==> src/rtl/hazard_scroller.sv <==
// hazard_scroller: scrolls obstacle/enemy hazards once per frame tick, tracks score and speed,
// and freezes the playfield on death. Rev 1.0
`default_nettype none

module hazard_scroller #(
  parameter int         SCREEN_W     = 640,
  parameter int         ENEMY_GAP    = 320,
  parameter int         OBST_V       = 330,
  parameter int         ENEMY_V_LOW  = 330,
  parameter int         ENEMY_V_HIGH = 290,
  parameter int         SPEED_INIT   = 2,
  parameter int         SPEED_MAX    = 8,
  parameter logic [7:0] LFSR_SEED    = 8'hA5
) (
  input  logic        clk,
  input  logic        clr,
  input  logic        tick,
  input  logic        start,
  input  logic        is_alive,
  output logic [9:0]  obstacle_h,
  output logic [9:0]  obstacle_v,
  output logic [9:0]  enemy_h,
  output logic [9:0]  enemy_v,
  output logic [15:0] score,
  output logic        running,
  output logic        game_over
);

  localparam logic [9:0] SPAWN_H    = 10'(SCREEN_W);
  localparam logic [9:0] ENEMY_H0   = 10'(SCREEN_W + ENEMY_GAP);
  localparam logic [9:0] OBST_V_C   = 10'(OBST_V);
  localparam logic [9:0] EV_LOW     = 10'(ENEMY_V_LOW);
  localparam logic [9:0] EV_HIGH    = 10'(ENEMY_V_HIGH);
  localparam logic [9:0] SPD_INIT   = 10'(SPEED_INIT);
  localparam logic [9:0] SPD_MAX    = 10'(SPEED_MAX);

  typedef enum logic [1:0] {
    IDLE = 2'd0,
    RUN  = 2'd1,
    DEAD = 2'd2
  } state_t;

  state_t      state;
  logic [9:0]  speed;
  logic [7:0]  lfsr;

  logic        lfsr_fb;
  logic [15:0] score_inc;
  logic        score_sat;
  logic        speed_bump;

  assign lfsr_fb    = lfsr[7] ^ lfsr[5] ^ lfsr[4] ^ lfsr[3];
  assign score_inc  = score + 16'd1;
  assign score_sat  = (score == 16'hFFFF);
  // Speed steps every 256 ticks survived; the bump takes effect on the following tick.
  assign speed_bump = !score_sat && (score_inc[7:0] == 8'h00) && (speed < SPD_MAX);

  always_ff @(posedge clk or negedge clr) begin
    if (!clr) begin
      state      <= IDLE;
      obstacle_h <= SPAWN_H;
      obstacle_v <= OBST_V_C;
      enemy_h    <= ENEMY_H0;
      enemy_v    <= EV_LOW;
      score      <= 16'd0;
      speed      <= SPD_INIT;
      lfsr       <= LFSR_SEED;
      running    <= 1'b0;
      game_over  <= 1'b0;
    end else begin
      // Free-running so respawn height depends on when the player starts and survives.
      lfsr <= {lfsr[6:0], lfsr_fb};

      case (state)
        IDLE: begin
          if (start) begin
            state   <= RUN;
            running <= 1'b1;
          end
        end

        RUN: begin
          if (!is_alive) begin
            state     <= DEAD;
            running   <= 1'b0;
            game_over <= 1'b1;
          end else if (tick) begin
            if (obstacle_h <= speed) obstacle_h <= SPAWN_H;
            else                     obstacle_h <= obstacle_h - speed;

            if (enemy_h <= speed) begin
              enemy_h <= SPAWN_H;
              enemy_v <= lfsr[0] ? EV_HIGH : EV_LOW;
            end else begin
              enemy_h <= enemy_h - speed;
            end

            if (!score_sat) score <= score_inc;
            if (speed_bump) speed <= speed + 10'd1;
          end
        end

        DEAD: begin
          if (start) begin
            state      <= RUN;
            running    <= 1'b1;
            game_over  <= 1'b0;
            obstacle_h <= SPAWN_H;
            obstacle_v <= OBST_V_C;
            enemy_h    <= ENEMY_H0;
            enemy_v    <= EV_LOW;
            score      <= 16'd0;
            speed      <= SPD_INIT;
          end
        end

        default: begin
          state     <= IDLE;
          running   <= 1'b0;
          game_over <= 1'b0;
        end
      endcase
    end
  end

endmodule

`default_nettype wire

==> config.mk <==
export PLATFORM = sky130hd
export DESIGN_NAME = hazard_scroller
export DESIGN_NICKNAME = d
export VERILOG_FILES = /design/src/rtl/hazard_scroller.sv
export SDC_FILE = /design/constraint.sdc
export NUM_CORES = 1
export LEC_CHECK = 0
export BUFFER_PORTS_ARGS = -buffer_cell sky130_fd_sc_hd__buf_2
export CORE_MARGIN = 1.5
export CORE_UTILIZATION = 60
export DETAILED_ROUTE_END_ITERATION = 16
export GPL_TIMING_DRIVEN = 0
export PLACE_DENSITY = 0.85
export SYNTH_ARGS = -nofsm -noshare
export SYNTH_HDL_FRONTEND = slang
export SYNTH_SLANG_ARGS = --single-unit
export TNS_END_PERCENT = 50
==> constraint.sdc <==
create_clock -name clk -period 4.1 [get_ports clk]
set_input_delay 0.82 -clock clk [delete_from_list [all_inputs] [get_ports clk]]
set_output_delay 0.82 -clock clk [all_outputs]
set_load 0.02 [all_outputs]
After elaboration in Yosys (flattened, before gate mapping). Index checks and enable logic that the tools add are counted.

Output and inout port bits: 58. Bits in registers: 68. Word-level logic and storage cells: 79.

Bitwise gates (word level): 4. Eq/ne operators: 11. Order comparisons: 3. Reductions and logical operators: 13. $add $sub $neg: 4. Muxes and demuxes: 35.

Operators with widths (number): 10-bit two-way mux (16); 10-bit one-hot mux with 2 select lines (4); 16-bit two-way mux (4); 16-bit one-hot mux with 2 select lines (1); 10-bit less-or-equal comparator (2); 10-bit subtractor (2); 16-bit by 1-bit adder with 16-bit output (second input constant) (1); 16-bit equality test (second input constant) (1); 5-bit AND reduction (3); 2-bit != test (second input constant) (7); 10-bit by 1-bit adder with 10-bit output (second input constant) (1); 10-bit by 4-bit < comparator with 1-bit output (second input constant) (1); 8-bit logical NOT (1); 7-bit two-way mux (1); 1-bit two-way mux (4); 2-bit two-way mux (2); 2-bit one-hot mux with 2 select lines (1); 4-bit AND reduction (1); 1-bit one-hot mux with 3 select lines (1); 3-bit AND reduction (1); 1-bit XOR (3); 2-bit by 1-bit equality test with 1-bit output (second input constant) (1); 2-bit equality test (second input constant) (1); 1-bit logical AND (2); other kinds (8) (8).

Depth between registers and ports, before layout.
Depth after elaboration: 8. Gate-level depth with buffers: 9.

Worst setup path after synthesis. Ideal clock, no wire load.

Path type: register to register. Start point: register obstacle_h[0]. End point: register obstacle_h[2]. Required time: 4032 ps. Slack: 1823 ps. Path buffers: 0. Stages on the path, launching flop included: 10. Arrival time: 2209 ps. Cell sequence: dfrtp_1 > inv_1 > ha_1 > fa_1 > nand2b_1 > a211oi_1 > o21a_1 > o41ai_2 > nor2_1 > a32o_1.

Word-level cells in the longest chain between the ends: 5. Elaborated cells between the ends (all ways): 6. Classes of those cells: add/sub (1); order compare (1); mux (4).

RTL lines: start, declared (RTL line 20) `output logic [9:0] obstacle_h,`; start signal, assigned (RTL line 89) `else obstacle_h <= obstacle_h - speed;`; 10-bit subtractor / 10-bit less-or-equal comparator (equally long branches) (RTL line 89, 88); 10-bit two-way mux * (RTL line 88) `if (obstacle_h <= speed) obstacle_h <= SPAWN_H;`; 10-bit two-way mux * (RTL line 87) `end else if (tick) begin`; 10-bit two-way mux * (RTL line 83) `if (!is_alive) begin`; 10-bit one-hot mux with 2 select lines * (RTL line 74) `case (state)`.

Every way passes the cells marked *; elsewhere a longest branch is shown, timed or not. The select of a mux whose other input is x is not followed. A chain may end at the register's enable or synchronous reset.

Final worst setup path.
Start point: register speed[0]. End point: register enemy_h[5].

Word-level cells in the longest chain between the ends: 5. Elaborated cells between the ends (all ways): 6. Classes of those cells: add/sub (1); order compare (1); mux (4).

RTL lines: start, declared (RTL line 44) `logic [9:0] speed;`; start signal, assigned (RTL line 99) `if (speed_bump) speed <= speed + 10'd1;`; 10-bit subtractor / 10-bit less-or-equal comparator (equally long branches) (RTL line 95, 91); 10-bit two-way mux * (RTL line 91) `if (enemy_h <= speed) begin`; 10-bit two-way mux * (RTL line 87); 10-bit two-way mux * (RTL line 83); 10-bit one-hot mux with 2 select lines * (RTL line 74); end signal, assigned (RTL line 95) `enemy_h <= enemy_h - speed;`; end, declared (RTL line 22) `output logic [9:0] enemy_h,`.

Marked as above.

==> run_results.csv <==
group,metric,value,unit
outcome,run_status,"complete, no violations",
yosys,synth_top_cells_by_area,"dfrtp_1, dfstp_2, ha_1, nor2_1, xnor2_1",
yosys,synth_seq_area_share,0.422,
grt,antenna_found_initial,0,
clock_network,worstSkewPairLatency,0.35,ns
yosys,post_synth_fa_ha_maj_area_fraction,0.0878,
power,power.sequential.fraction,0.300,
floorplanning,die_area,6460,um2
grt,grt_pass1_wl,13200,um
drt,number_of_vias_per_cell_after_detailed_routing,5.77,
worst_hold_path,path_class_of_the_lowest_slack_min_delay_path,"reg2reg",
clock_network,cts.reportedPaths.clkPinSlew,0.07,ns
clock_network,tritoncts,"yes",
place,gp_congestion,0.920,
power,share_comb_of_total_power,0.515,
floorplanning,core,5640,um2
clock_network,cts_htree_levels,3,
finish,drive_gt1_frac,0.227,
yosys,synthesis.instances,374,
yosys,yosys.area.top_type,"dfrtp_1",
yosys,synth.avg_cell_area,9.60,um2
power,cellInternalPower,1.69,mW
setup_path,path_class,"reg2reg",
clock_network,postCtsHoldBufs,0,
setup_path,worst_path_largest_cell_delay,0.53,ns
yosys,synth-async-reset-ratio,1.00,
place,placed_cells,506,
drt,dr.first_iter.drc_count,269,
sta,min_period_over_period,0.646,
yosys,post_synth_and_or_nand_nor_area_fraction,0.162,
setup_path,worst-path-buf-inv,0,
floorplanning,num_rows,27,
sta,relative_max_transition_margin,0.507,
clock_network,post_cts_resize_count,0,
grt,first_global_vias,2868,
sta,setup-tns-final,0,ns
drt,detailroute.via_count,3010,
drt,wl_per_cell,15.4,um
sta,unrepaired_setup_endpoints_after_global_routing,"no",
yosys,synth-compound-area-share,0.179,
yosys,yosys.area_share.xor_xnor,0.0585,
power,power.switching,1.26,mW
yosys,muxShareOfSynthArea,0.0171,
yosys,netlist_area_before_placement,3590,um2
power,power_per_cell_area,708,nW/um2
setup_path,worst-path-max-fanout,8,
sta,clock_skew,0.00963,ns
grt,grt_use_total,0.269,
yosys,post_synth_num_cell_types,55,
drt,dr_drc_count,0,
power,vdd_drop_max,0.511,mV
yosys,largest_family_of_logic_cells_by_synthesized_area,"compound AO/OA/AOI/OAI gates",
yosys,yosysTopAreaCellShare,0.334,
setup_path,crit_path_end_kind,"register",
floorplanning,die_h,80.4,um
clock_network,cts_setup_buffers,0,
yosys,synth.most_common_cell,"dfrtp_1",
drt,antenna_left,0,
clock_network,clk_path_buf_depth,2,
floorplanning,initial_utilization,0.637,
finish,antennaDiodeCount,0,
setup_path,required,4.38,ns
sta,timing.final.max_slew_violations,0,
power,power_switching_share,0.428,
yosys,synthFlopType,"dfrtp_1",
run,timing.max_cap.violations,0,
floorplanning,ios,63,
sta,final.min_clock_period,2.65,ns
yosys,ys.warnings.count,0,
yosys,synth_seq_cells,60,
place,detailed_place_hpwl,5820,um
finish,nNetsFinal,474,
floorplanning,die_width,80.4,um
finish,flow.area_growth_from_synthesis,16.0,%
clock_network,numCtsBuffers,9,
sta,timing.fmax,0.377,GHz
finish,layout.cells.non_filler,522,
setup_path,critical-path-top-delay-family,"compound AO/OA/AOI/OAI gates",
sta,setup-violations-final,0,
sta,timing_hold_violations_final,0,
power,pwr-share-clk,0.185,
sta,tightest_slew,0.739,ns
grt,maximum_number_of_pins_on_one_net_before_global_route_repair,61,
grt,grt.overflow.total,0,
power,p_leak,2.00,nW
yosys,yosys-top-cells-count,"dfrtp_1, nor2_1, ha_1, inv_1, nand2_1",
drt,totalWireLength,8020,um
clock_network,clkSinkCount,60,
clock_network,root_buffer,"clkbuf_8",
drt,drt_first_pass_iters,4,
finish,fillerInstances,428,
yosys,post_synth_edffs,0,
setup_path,cp_data_arrival_time,2.93,ns
setup_path,timing.critical_path.slowest_stage_cell,"nor2_1",
setup_path,critical_path.cell_chain,"ha_1 -> fa_1 -> nor2b_1 -> o21ai_0 -> a21oi_1 -> o21ai_1 -> nor2_1 -> a22o_1",
setup_path,startpoint_type,"register",
place,port_buffers,45,
[cells in the final DEF (no fill, tap or decap), drive strengths merged, types with 9 or more instances in the layout]
cell type and count:
nand2 20, ha 22, a22o 9, o21ai 22, dfstp 12, xnor2 16
clkbuf 13, a21oi 18, dfrtp 48, nor2 43, inv 22, conb 17
buf 68
[worst paths after layout]
check / start / to / slack, ns / depth (start not counted)
worst min-delay path: lfsr[1] / lfsr[2] / 0.36 / 0
worst max-delay path: speed[0] / enemy_h[5] / 1.45 / 8
worst max register to register: speed[0] / enemy_h[5] / 1.45 / 8
min in group asynchronous: clr / score[5] / 0.54 / 1
worst min register to register: lfsr[1] / lfsr[2] / 0.36 / 0
max in group asynchronous: clr / obstacle_h[2] / 3.07 / 1
[layout make-up]
| class | instances | area (um2) | share of cell area |
|---|---|---|---|
| well taps | 72 | 90.1 | 0.0216 |
| clock inverters | 6 | 63.8 | 0.0153 |
| flip-flops and latches | 60 | 1520 | 0.364 |
| plain buffers | 26 | 171 | 0.0411 |
| repair buffers | 45 | 228 | 0.0547 |
| multi-input cells | 281 | 1880 | 0.450 |
| clock buffers | 10 | 138 | 0.0330 |
| inverters | 22 | 82.6 | 0.0198 |
[registers in the layout, indices dropped and copies added, names as in the netlist]
signal	cells
enemy_v	2
running	1
game_over	1
enemy_h	10
state	2
lfsr	8
obstacle_h	10
score	16
speed	10
[kinds of logic after synthesis]
logic type,after synthesis
adders and majority gates,24
DFF,60
muxes,6
AOI/OAI and AO/OA,93
xor gates and xnor gates,24
other,2
buffers and inverters,48
and+or+nand+nor,117
[worst register-to-register path, stage by stage, from the launching register on]
cell and delay (ns):
dfrtp_1 0.45, ha_1 0.25, fa_1 0.43, nor2b_1 0.14, o21ai_0 0.11, a21oi_1 0.21
o21ai_1 0.24, nor2_1 0.53, a22o_1 0.22
[metal layers]
metal,global-route usage,vias to the layer above,wire [um],part of all wire
li1,-,1447,-,-
met1,0.362,1442,3550,0.44
met2,0.426,105,3880,0.48
met3,0.0375,16,452,0.056
met4,0.129,0,142,0.018
met5,0,-,0,0
[stage by stage]
stage               power, mW  hold WS [ns]  setup WS [ns]   util  area (um2)
floorplan                2.03         0.333           1.82      -        3650
global placement         2.34         0.336           1.50  0.702        3960
detailed placement       2.40         0.346           1.47  0.702        3960
CTS                      2.94         0.361           1.47  0.738        4160
global route             3.16         0.358           1.27  0.739        4170
finish                   2.95         0.355           1.45  0.739        4170
[power by group through the flow]
stage	clock network, mW	logic (mW)	registers (mW)
floorplan	0	1.03	1.00
global placement	0	1.45	0.887
detailed placement	0	1.51	0.893
CTS	0.542	1.52	0.884
global route	0.573	1.68	0.907
finish	0.545	1.52	0.885
No activity file was read; power rests on OpenSTA's default activity.
